$ cat src/rtl/a_sum_pkg.sv
// Shared definitions for the serial multi-cycle adder a_sum_ser:
// FSM state type, NULL spacer constant and counter sizing helper.
package a_sum_pkg;

    typedef enum logic [1:0] {
        IDLE = 2'd0,
        RUN  = 2'd1,
        DONE = 2'd2
    } a_sum_state_e;

    // Spacer value driven on the result bus when no valid data is present
    // (only used when A_SUM_NULL_EN is defined).
    localparam logic NULL_BIT = 1'bz;

    // Width of a counter that must hold values 0 .. n-1 (at least one bit).
    function automatic int cnt_width(input int n);
        return (n > 1) ? $clog2(n) : 1;
    endfunction

endpackage

$ cat src/rtl/a_sum_ser_if.sv
// Operand / result handshake bundle for a_sum_ser (4-phase req/ack).
interface a_sum_ser_if #(
    parameter int WIDTH = 8
) ();
    logic             req;
    logic [WIDTH-1:0] a;
    logic [WIDTH-1:0] b;
    logic             ci;
    logic             ack;
    logic             busy;
    logic [WIDTH-1:0] os;
    logic             oc;

    modport master (
        output req, a, b, ci,
        input  ack, busy, os, oc
    );

    modport slave (
        input  req, a, b, ci,
        output ack, busy, os, oc
    );
endinterface

$ cat src/rtl/a_sum_step.sv
// Combinational STEP-bit ripple adder built from a chain of full-adder cells.
module a_sum_step #(
    parameter int STEP = 1
) (
    input  logic [STEP-1:0] a,
    input  logic [STEP-1:0] b,
    input  logic            ci,
    output logic [STEP-1:0] s,
    output logic            co
);
    logic [STEP:0] c_s;

    assign c_s[0] = ci;

    for (genvar i = 0; i < STEP; i++) begin : g_fa
        assign s[i]     = a[i] ^ b[i] ^ c_s[i];
        assign c_s[i+1] = (a[i] & b[i]) | (c_s[i] & (a[i] ^ b[i]));
    end

    assign co = c_s[STEP];
endmodule

$ cat src/rtl/a_sum_ser.sv
// a_sum_ser: WIDTH-bit adder processing STEP bits per clock with a
// registered carry, behind a 4-phase req/ack handshake.
// Optional macro A_SUM_NULL_EN: os/oc drive the 'z NULL spacer whenever
// ack is low, and also at DONE when an operand bit was x/z at capture.
module a_sum_ser
    import a_sum_pkg::*;
#(
    parameter int WIDTH = 8,
    parameter int STEP  = 1
) (
    input  logic        clk,
    input  logic        rst,
    a_sum_ser_if.slave  bus
);
    localparam int N  = (STEP > 0) ? (WIDTH / STEP) : 1;
    localparam int CW = cnt_width(N);

    if ((WIDTH < 1) || (STEP < 1) || ((WIDTH % STEP) != 0)) begin : g_bad_cfg
        $fatal(1, "a_sum_ser: STEP must be >= 1 and divide WIDTH");
    end

    a_sum_state_e     state_r, state_nxt_s;
    logic [CW-1:0]    cnt_r;
    logic [WIDTH-1:0] a_r, b_r, sum_r, os_r;
    logic             c_r, oc_r, ack_r, busy_r;
    logic             capture_s, step_s, last_s;
    logic [STEP-1:0]  s_s;
    logic             co_s;
    logic [WIDTH-1:0] sum_nxt_s;

    // Operands are shifted right each step, so the active slice is always
    // the low STEP bits; this equals adding the slice at offset cnt*STEP.
    a_sum_step #(.STEP(STEP)) u_step (
        .a  (a_r[STEP-1:0]),
        .b  (b_r[STEP-1:0]),
        .ci (c_r),
        .s  (s_s),
        .co (co_s)
    );

    // New result slice enters at the top; after N steps it sits in place.
    assign sum_nxt_s = (sum_r >> STEP) | (WIDTH'(s_s) << (WIDTH - STEP));

    // Next-state and datapath control decode.
    always_comb begin
        state_nxt_s = state_r;
        capture_s   = 1'b0;
        step_s      = 1'b0;
        last_s      = 1'b0;
        case (state_r)
            IDLE: begin
                if (bus.req) begin
                    capture_s   = 1'b1;
                    state_nxt_s = RUN;
                end else begin
                    state_nxt_s = IDLE;
                end
            end
            RUN: begin
                step_s = 1'b1;
                if (cnt_r == CW'(N - 1)) begin
                    last_s      = 1'b1;
                    state_nxt_s = DONE;
                end else begin
                    state_nxt_s = RUN;
                end
            end
            DONE: begin
                if (!bus.req) begin
                    state_nxt_s = IDLE;
                end else begin
                    state_nxt_s = DONE;
                end
            end
            default: begin
                state_nxt_s = IDLE;
            end
        endcase
    end

    // State, handshake outputs and datapath registers.
    always_ff @(posedge clk) begin
        if (rst) begin
            state_r <= IDLE;
            cnt_r   <= '0;
            a_r     <= '0;
            b_r     <= '0;
            c_r     <= 1'b0;
            sum_r   <= '0;
            os_r    <= '0;
            oc_r    <= 1'b0;
            ack_r   <= 1'b0;
            busy_r  <= 1'b0;
        end else begin
            state_r <= state_nxt_s;
            ack_r   <= (state_nxt_s == DONE);
            busy_r  <= (state_nxt_s == RUN) || (state_nxt_s == DONE);
            if (capture_s) begin
                a_r   <= bus.a;
                b_r   <= bus.b;
                c_r   <= bus.ci;
                cnt_r <= '0;
            end else if (step_s) begin
                a_r   <= a_r >> STEP;
                b_r   <= b_r >> STEP;
                c_r   <= co_s;
                sum_r <= sum_nxt_s;
                cnt_r <= cnt_r + CW'(1);
            end
            if (last_s) begin
                os_r <= sum_nxt_s;
                oc_r <= co_s;
            end
        end
    end

    assign bus.ack  = ack_r;
    assign bus.busy = busy_r;

`ifdef A_SUM_NULL_EN
    logic null_r;

    // Remember whether the captured operands contained unknown bits.
    always_ff @(posedge clk) begin
        if (rst) begin
            null_r <= 1'b0;
        end else if (capture_s) begin
            null_r <= $isunknown({bus.a, bus.b, bus.ci});
        end
    end

    assign bus.os = (ack_r && !null_r) ? os_r : {WIDTH{NULL_BIT}};
    assign bus.oc = (ack_r && !null_r) ? oc_r : NULL_BIT;
`else
    assign bus.os = os_r;
    assign bus.oc = oc_r;
`endif
endmodule

$ cat src/flat_wrapper.sv
// flat-port wrapper written by rule: the top's interface ports become plain ports
module a_sum_ser_flat import a_sum_pkg::*;
#(
    parameter int WIDTH = 8,
    parameter int STEP  = 1
)
  (clk, rst, bus_req, bus_a, bus_b, bus_ci, bus_ack, bus_busy, bus_os, bus_oc);
  a_sum_ser_if #(.WIDTH(WIDTH)) bus_i ();
  input  logic clk;
  input  logic rst;
  input wire logic [$bits(bus_i.req)-1:0] bus_req;
  input wire logic [$bits(bus_i.a)-1:0] bus_a;
  input wire logic [$bits(bus_i.b)-1:0] bus_b;
  input wire logic [$bits(bus_i.ci)-1:0] bus_ci;
  output wire logic [$bits(bus_i.ack)-1:0] bus_ack;
  output wire logic [$bits(bus_i.busy)-1:0] bus_busy;
  output wire logic [$bits(bus_i.os)-1:0] bus_os;
  output wire logic [$bits(bus_i.oc)-1:0] bus_oc;
  assign bus_i.req = bus_req;
  assign bus_i.a = bus_a;
  assign bus_i.b = bus_b;
  assign bus_i.ci = bus_ci;
  assign bus_ack = bus_i.ack;
  assign bus_busy = bus_i.busy;
  assign bus_os = bus_i.os;
  assign bus_oc = bus_i.oc;
  a_sum_ser #(.WIDTH(WIDTH), .STEP(STEP)) u_core (.clk(clk), .rst(rst), .bus(bus_i));
endmodule
$ cat config.mk
export PLATFORM = sky130hd
export DESIGN_NAME = a_sum_ser_flat
export DESIGN_NICKNAME = d
export VERILOG_FILES = /design/src/rtl/a_sum_pkg.sv /design/src/rtl/a_sum_ser_if.sv /design/src/rtl/a_sum_step.sv /design/src/rtl/a_sum_ser.sv /design/src/flat_wrapper.sv
export SDC_FILE = /design/constraint.sdc
export NUM_CORES = 1
export LEC_CHECK = 0
export ABC_AREA = 1
export CAP_MARGIN = 20
export CORE_MARGIN = 3
export CORE_UTILIZATION = 40
export CTS_BUF_LIST = sky130_fd_sc_hd__clkbuf_8
export DETAILED_ROUTE_END_ITERATION = 12
export PLACE_DENSITY = 0.63
export SETUP_SLACK_MARGIN = 0.5
export SKIP_CTS_REPAIR_TIMING = 1
export SLEW_MARGIN = 10
export SYNTH_ARGS = -nofsm -noshare
export SYNTH_HDL_FRONTEND = slang
export SYNTH_SLANG_ARGS = --single-unit
$ cat constraint.sdc
create_clock -name clk -period 1.9 [get_ports clk]
set_input_delay 0.475 -clock clk [delete_from_list [all_inputs] [get_ports clk]]
set_output_delay 0.475 -clock clk [all_outputs]
set_load 0.02 [all_outputs]
==> Yosys cells after proc, flatten, opt, wreduce, memory -nomap -nowiden <==
Cells that the tools add are included.
{ "word_totals": {"in_bits": 20, "output_inout_bits": 11, "reg_bits": 41, "elab_cells": 43} }
{ "op_classes": {"n_eq_ne": 5, "add_sub_neg": 1, "mux": 15, "n_reduce_logical": 5, "bitwise": 7} }
{ "ops": {"columns": ["cell", "count"], "rows": [
  ["$mux 8", 4],
  ["$mux 1", 8],
  ["$or 7x8->8", 1],
  ["$pmux 2 s3", 1],
  ["$eq 2x1->1 const B", 2],
  ["$eq 2x2->1 const B", 2],
  ["$mux 2", 2],
  ["$add 3x1->3 const B", 1],
  ["$eq 3x3->1 const B", 1],
  ["$and 1x1->1", 2],
  ["$logic_not 2->1", 1],
  ["$reduce_and 2->1", 1],
  ["$reduce_bool 2->1", 1],
  ["$reduce_or 2->1", 1],
  ["$xor 1x1->1", 2],
  ["$logic_or 1x1->1", 1],
  ["$not 1->1", 1],
  ["$or 1x1->1", 1]
]} }

==> Depth between registers and ports, before layout <==
Gate-level depths: netlist (run 1).
{ "logic_depth": {"word_depth": 5, "ltp_mapped": 9, "depth_no_buf": 7} }

==> By module <==
A second synthesis (run 1) with hierarchy kept.
{ "hier_totals": {"hier_cells": 246, "area_unflattened_um2": 1731.7} }
{ "by_module_without_submodules": {"columns": ["module", "cells_per_inst", "n_inst", "area_each_um2", "seq_area_each_um2"], "rows": [
  ["a_sum_ser", 245, 1, 1711.6, 800.8],
  ["a_sum_step", 1, 1, 20.0, 0.0]
]} }

==> Worst setup path after synthesis (run 1) <==
No wires, ideal clock.
{ "synth_path": {"path_kind": "input to register", "start": "input bus_req", "end": "register u_core.busy_r, in the netlist u_core.bus.busy", "arrival_ns": 1.385, "t_required_ns": 1.834, "path_buffers": 2, "setup_slack_ns": 0.448, "setup_ns": 0.066, "cell_stages": 6, "cell_sequence": "buf_4 -> clkbuf_1 -> nand3_1 -> nand2_1 -> ha_1 -> nor2_1"} }
{ "synth_between": {"elab_chain_cells": 4, "elab_cells_between_ends": 6, "classes_between": "2 x eq/ne; 3 x mux; 1 x reduce/logical"} }
{ "synth_rtl": {"columns": ["item", "line_no", "source"], "rows": [
  ["start: declaration", "flat_wrapper.sv:11", "input wire logic [$bits(bus_i.req)-1:0] bus_req;"],
  ["$mux 2 *", "a_sum_ser.sv:69", "if (!bus.req) begin"],
  ["$pmux 2 s3 *", "a_sum_ser.sv:50", "case (state_r)"],
  ["named net u_core.state_nxt_s[1]", "a_sum_ser.sv:22", "a_sum_state_e state_r, state_nxt_s;"],
  ["$eq 2x1->1 / $eq 2x2->1 (equally long branches)", "a_sum_ser.sv:97", "busy_r <= (state_nxt_s == RUN) || (state_nxt_s == DONE);"],
  ["$logic_or 1x1->1 *", "a_sum_ser.sv:97", null],
  ["end signal: assignment", "a_sum_ser.sv:97", null],
  ["end: declaration", "a_sum_ser.sv:25", "logic c_r, oc_r, ack_r, busy_r;"]
]} }
The timed path passes the listed nets; every way through them passes the cells marked *.
A chain may end at the register's enable or synchronous reset.

==> Worst setup path after layout (run 1) <==
{ "layout_path": {"start": "register u_core.oc_r, in the netlist u_core.bus.oc", "end": "output bus_oc"} }
{ "layout_lines": {"columns": ["item", "line_no", "source"], "rows": [
  ["start: declaration", "a_sum_ser.sv:25", null],
  ["start signal: assignment", "a_sum_ser.sv:112", "oc_r <= co_s;"],
  ["end: declaration", "flat_wrapper.sv:18", "output wire logic [$bits(bus_i.oc)-1:0] bus_oc;"]
]} }
No word-level cell between the ends.

==> flow_metrics.env, run 1 <==
export IMPL_antenna_found_initial=0
export IMPL_leakage_nw=1.20
export IMPL_slew_headroom=0.803
export IMPL_setup_viol=0
export IMPL_grt_pass1_wl_um=6420
export IMPL_ys_warnings_count=0
export IMPL_avgSynthCellArea_um2=7.14
export IMPL_final_cell_count_no_fill=331
export IMPL_numClockSinks=40
export IMPL_cts_root_buf="clkbuf_8"
export IMPL_drive_gt1_frac=0.0925
export IMPL_die_h_um=72.4
export IMPL_routed_wl_um=3820
export IMPL_path_cells="dlymetal6s2s_1"
export IMPL_critical_path_endpoint_type="output port"
export IMPL_ys_types=20
export IMPL_final_antenna_net_count=0
export IMPL_outcome="completed"
export IMPL_hold_viol=0
export IMPL_remaining_drc_errors=0
export IMPL_slowest_delay_ns=0.35
export IMPL_arrival_ns=0.86
export IMPL_hp_class="reg -> reg"
export IMPL_path_delay_family="flip-flops"
export IMPL_place_gp_congestion=0.789
export IMPL_rsz0062_at_grt="yes"
export IMPL_r2r_start="u_core.cnt_r[0]"
export IMPL_nets=304
export IMPL_fin_crit_sh=0.705
export IMPL_cpMaxStageDelayCell="dfxtp_1"
export IMPL_register_area_um2=803
export IMPL_max_freq_mhz=747
export IMPL_dr_total_vias=1613
export IMPL_critical_path_buf_inv_count=1
export IMPL_worstMarginPinSlew_ns=0.296
export IMPL_clk_pin_slew_ns=0.08
export IMPL_r2r_end="u_core.bus.busy"
export IMPL_path_depth=1
export IMPL_dp_cells=323
export IMPL_finish_utilization=0.554
export IMPL_cts_made_buffers=5
export IMPL_area_growth_pct=29.4
export IMPL_ios=31
export IMPL_groute_usage_overall=0.157
export IMPL_power_density_nw_per_um2=805
export IMPL_first_pass_iters=4
export IMPL_n_antenna_cell=0
export IMPL_ys_seq_area_frac=0.454
export IMPL_syn_instance_count=247
export IMPL_critical_path_startpoint="u_core.bus.oc"
export IMPL_clock_latency_ns=0.29
export IMPL_grt_max_degree=23
export IMPL_r2r_cells=6
export IMPL_cts_tree="built"
export IMPL_multi_input_area_um2=802
export IMPL_fillCellCount=419
export IMPL_initial_utilization=0.428
export IMPL_row_count=23
export IMPL_critical_path_class="reg -> out"
export IMPL_core_um2=4120
export IMPL_synth_nets=271
export IMPL_cts_buffer_depth=2
export IMPL_timing_final_crit_period_ns=1.34
export IMPL_wl_per_cell_um=11.5
export IMPL_cp_required_ns=1.42
export IMPL_avgViaCountPerCell=4.87
export IMPL_fin_setup_tns_ns=0
export IMPL_grt_overflow_total=0
export IMPL_die_area_um2=5240
export IMPL_io_buffer_count=30
export IMPL_crit_end="bus_oc"
export IMPL_dieWidth_um=72.4
export IMPL_max_cap_violations=0
export IMPL_cp_start_kind="flip-flop"
export IMPL_reg2reg_slack_ns=0.58
export IMPL_dr_first_iter_drc_count=95
export IMPL_dp_hpwl_um=2620
export IMPL_cts_max_level=2
export IMPL_mappedNetlistArea_um2=1760
export IMPL_grt_pass1_vias=1432
export IMPL_cp_max_fo=2
export IMPL_drv_slew=0
export IMPL_ys_seq_elements=40
export IMPL_vdd_drop_max_mv=0.542
export IMPL_worst_clock_skew_ns=0.00619
export IMPL_p_total_mw=1.84
==> cell usage after synthesis (all sizes together) <==
| master | number | area (µm²) |
|---|---|---|
| ha | 3 | 37.5 |
| a21oi | 25 | 125 |
| inv | 22 | 82.6 |
| xor2 | 1 | 8.76 |
| fa | 1 | 20.0 |
| o21ai | 10 | 61.3 |
| nand3 | 28 | 140 |
| nand2 | 74 | 280 |
| nor2 | 29 | 121 |
| buf | 12 | 77.6 |
| clkbuf | 2 | 7.51 |
| dfxtp | 40 | 801 |
==> per-stage QoR <==
stage	setup slack [ns]	hold slack, ns	instance area [µm²]
global route	0.474	0.482	2280
global placement	0.142	0.449	2130
floorplan	0.530	0.444	1770
finish	0.561	0.459	2280
detailed placement	0.107	0.455	2130
CTS	0.167	0.465	2240
==> logic make-up (layout without fill, tap and decap cells) <==
logic type                 count (synthesis)  count (layout)  synth area share
and+or+nand+nor                          131             131             0.307
DFF                                       40              40             0.454
AOI/OAI and AO/OA                         35              35             0.106
adders and majority gates                  4               4            0.0326
xor gates and xnor gates                   1               1           0.00497
buffers and inverters                     36              70            0.0951
==> cell usage in the layout (no fill, tap or decap), drive strengths merged <==
| cell type | instances |
|---|---|
| nor2 | 29 |
| nand3 | 28 |
| xor2 | 1 |
| a21oi | 25 |
| fa | 1 |
| bufinv | 1 |
| dlymetal6s2s | 12 |
| clkdlybuf4s50 | 18 |
| buf | 10 |
| clkinv | 2 |
| clkbuf | 5 |
| inv | 22 |
| o21ai | 10 |
| ha | 3 |
| nand2 | 74 |
| dfxtp | 40 |
==> flip-flops by register name (all words and copies together) (netlist names) <==
name	flops
u_core.bus.ack	1
u_core.cnt_r	3
u_core.a_r	8
u_core.sum_r	7
u_core.bus.oc	1
u_core.bus.os	8
u_core.state_r	2
u_core.b_r	8
u_core.c_r	1
u_core.bus.busy	1
==> per-layer routing <==
layer	share of wire	track usage
met1	0.49	0.219
met2	0.44	0.231
met3	0.061	0.0512
met4	0.0076	0.0492
met5	0	0
==> worst min-delay path by stage <==
stage | start | to | slack (ns) | depth (start not counted)
floorplan | u_core.b_r[1] | u_core.b_r[1] | 0.44 | 2
detailed placement | u_core.bus.os[4] | u_core.bus.os[4] | 0.45 | 2
global route | u_core.bus.os[2] | u_core.bus.os[2] | 0.48 | 2
finish | u_core.bus.os[5] | u_core.bus.os[5] | 0.46 | 2
global placement | u_core.bus.os[1] | u_core.bus.os[1] | 0.45 | 2
CTS | u_core.bus.os[2] | u_core.bus.os[2] | 0.47 | 2
==> report_power, final <==
part	internal, mW	switching, mW
Clock	0.384	0.290
Sequential	0.886	0.0259
Combinational	0.114	0.136
Total	1.38	0.452
==> area by class of cell <==
class,instances,area share
well taps,50,0.0274
repair buffers,40,0.183
flip-flops and latches,40,0.352
clock buffers,5,0.0302
multi-input cells,171,0.352
inverters,22,0.0384
clock inverters,3,0.0170
No activity file was read; power rests on OpenSTA's default activity.
==> inputs of run 2 (changes only) <==
==> constraint.sdc (replaced) <==
create_clock -name clk -period 1.3 [get_ports clk]
set_input_delay 0.325 -clock clk [delete_from_list [all_inputs] [get_ports clk]]
set_output_delay 0.325 -clock clk [all_outputs]
set_load 0.02 [all_outputs]
==> flow_metrics.env, run 2 (synthesis gave the netlist of run 1 again) <==
export IMPL_outcome="completed"
export IMPL_core_um2=4120
export IMPL_area_growth_pct=54.0
export IMPL_r2r_cells=6
export IMPL_cellInternalPower_mw=2.13
export IMPL_design_area_um2=2720
export IMPL_dr_first_iter_drc_count=161
export IMPL_critical_path_class="reg -> reg"
export IMPL_r2r_start="u_core.cnt_r[1]"
export IMPL_fin_crit_sh=0.955
export IMPL_nets=319
export IMPL_remaining_drc_errors=0
export IMPL_antenna_found_initial=0
export IMPL_finish_utilization=0.660
export IMPL_worst_clock_skew_ns=0.00869
export IMPL_crit_top_cell="ha_4"
export IMPL_cts_max_level=2
export IMPL_cp_max_fo=3
export IMPL_p_total_mw=2.88
export IMPL_die_area_um2=5240
export IMPL_numClockSinks=40
export IMPL_path_cells="ha_4 > ha_4 > o21ai_2 > inv_2 > ha_4 > nor2_1"
export IMPL_drv_slew=0
export IMPL_dr_total_vias=1682
export IMPL_vdd_drop_max_mv=0.680
export IMPL_layout_commonest_cell="nand2_1"
export IMPL_final_antenna_net_count=0
export IMPL_avgViaCountPerCell=4.86
export IMPL_grt_pass1_wl_um=6350
export IMPL_worstHoldEndpoint="u_core.a_r[2]"
export IMPL_clk_pin_slew_ns=0.07
export IMPL_hold_start="u_core.a_r[2]"
export IMPL_die_h_um=72.4
export IMPL_leakage_nw=1.23
export IMPL_dp_slack_ns=-0.286
export IMPL_critical_path_endpoint_type="flip-flop"
export IMPL_dp_hpwl_um=2620
export IMPL_max_freq_mhz=805
export IMPL_arrival_ns=1.43
export IMPL_combPwrFrac=0.185
export IMPL_slowest_delay_ns=0.34
export IMPL_grt_pass1_vias=1397
export IMPL_cts_tree="built"
export IMPL_worstMarginPinSlew_ns=0.257
export IMPL_max_cap_violations=0
export IMPL_initial_utilization=0.428
export IMPL_fin_ws_ns=0.0582
export IMPL_placed_cell_area_um2=2240
export IMPL_critical_path_startpoint="u_core.cnt_r[1]"
export IMPL_r2r_end="u_core.bus.busy"
export IMPL_p_seq_frac=0.471
export IMPL_drive_gt1_frac=0.351
export IMPL_most_common_layout_cells="nand2_1, nand3_1, dfxtp_1"
export IMPL_cts_made_buffers=5
export IMPL_p_sw_uw=748
export IMPL_first_pass_iters=4
export IMPL_hold_ws_ns=0.463
export IMPL_final_cell_count_no_fill=346
export IMPL_cts_root_buf="clkbuf_8"
export IMPL_path_delay_family="adder cells"
export IMPL_n_antenna_cell=0
export IMPL_timing_final_crit_period_ns=1.24
export IMPL_clock_latency_ns=0.29
export IMPL_rsz0062_at_grt="yes"
export IMPL_dieWidth_um=72.4
export IMPL_io_buffer_count=30
export IMPL_holdPathStages=2
export IMPL_wl_per_cell_um=12.8
export IMPL_hp_class="reg -> reg"
export IMPL_critical_path_buf_inv_count=1
export IMPL_swShare=0.260
export IMPL_reg2reg_slack_ns=0.06
export IMPL_cpMaxStageDelayCell="dfxtp_2"
export IMPL_dp_cells=326
export IMPL_slew_headroom=0.828
export IMPL_setup_viol=0
export IMPL_row_count=23
export IMPL_cp_required_ns=1.48
export IMPL_power_density_nw_per_um2=1060
export IMPL_grt_overflow_total=0
export IMPL_cts_buffer_depth=2
export IMPL_pwr_share_clk=0.344
export IMPL_routed_wl_um=4450
export IMPL_groute_usage_overall=0.156
export IMPL_place_gp_congestion=0.735
export IMPL_cp_start_kind="flip-flop"
export IMPL_hold_viol=0
export IMPL_ios=31
export IMPL_grt_max_degree=30
export IMPL_fin_setup_tns_ns=0
## run 2: cell count changes in the layout (fill, tap and decap cells not counted), moves of 6 or more
cell            change
nand2_4             +8
o21ai_0             -7
dfxtp_2            +11
nand2_1            -13
inv_1               -7
inv_2               +6
buf_6              +15
dlymetal6s2s_1     -10
a21oi_1             -7
a21oi_2             +7
dfxtp_1            -14
## run 2: power by group through the flow
stage	Combinational [mW]	Sequential [mW]	Clock [mW]
2_1_floorplan	0.273	1.36	0
3_3_place_gp	0.385	1.37	0
3_5_place_dp	0.387	1.37	0
4_1_cts	0.389	1.34	1.02
5_1_grt	0.583	1.36	1.07
6_report	0.533	1.35	0.991
## run 2: worst min-delay path, stage by stage (launching register included)
cell     delay, ns
dfxtp_1       0.31
nand2_1       0.06
a21oi_1       0.05
## run 2: final cells by class
type                       instances  area, µm²
tap                               50       62.6
inverter                          22       87.6
multi-input combinational        172        997
clock buffer                       5       68.8
sequential                        40        828
fill                             354       1400
timing repair buffer              54        632
clock inverter                     3       38.8
## run 2: per-layer routing
metal / global-route usage / vias up / part of all wire
met2: 0.208 / 34 / 0.43
met4: 0.0738 / 0 / 0.020
met1: 0.232 / 760 / 0.51
met3: 0.0374 / 9 / 0.046
met5: 0 / - / 0
li1: - / 879 / -
## run 2: worst max path at each step
stage,end,slack [ns],depth (start not counted)
finish,u_core.bus.busy,0.06,6
global route,u_core.bus.busy,-0.01,6
CTS,bus_os[5],-0.28,1
detailed placement,u_core.bus.busy,-0.29,6
global placement,u_core.a_r[4],-0.26,6
floorplan,u_core.bus.busy,0.04,7
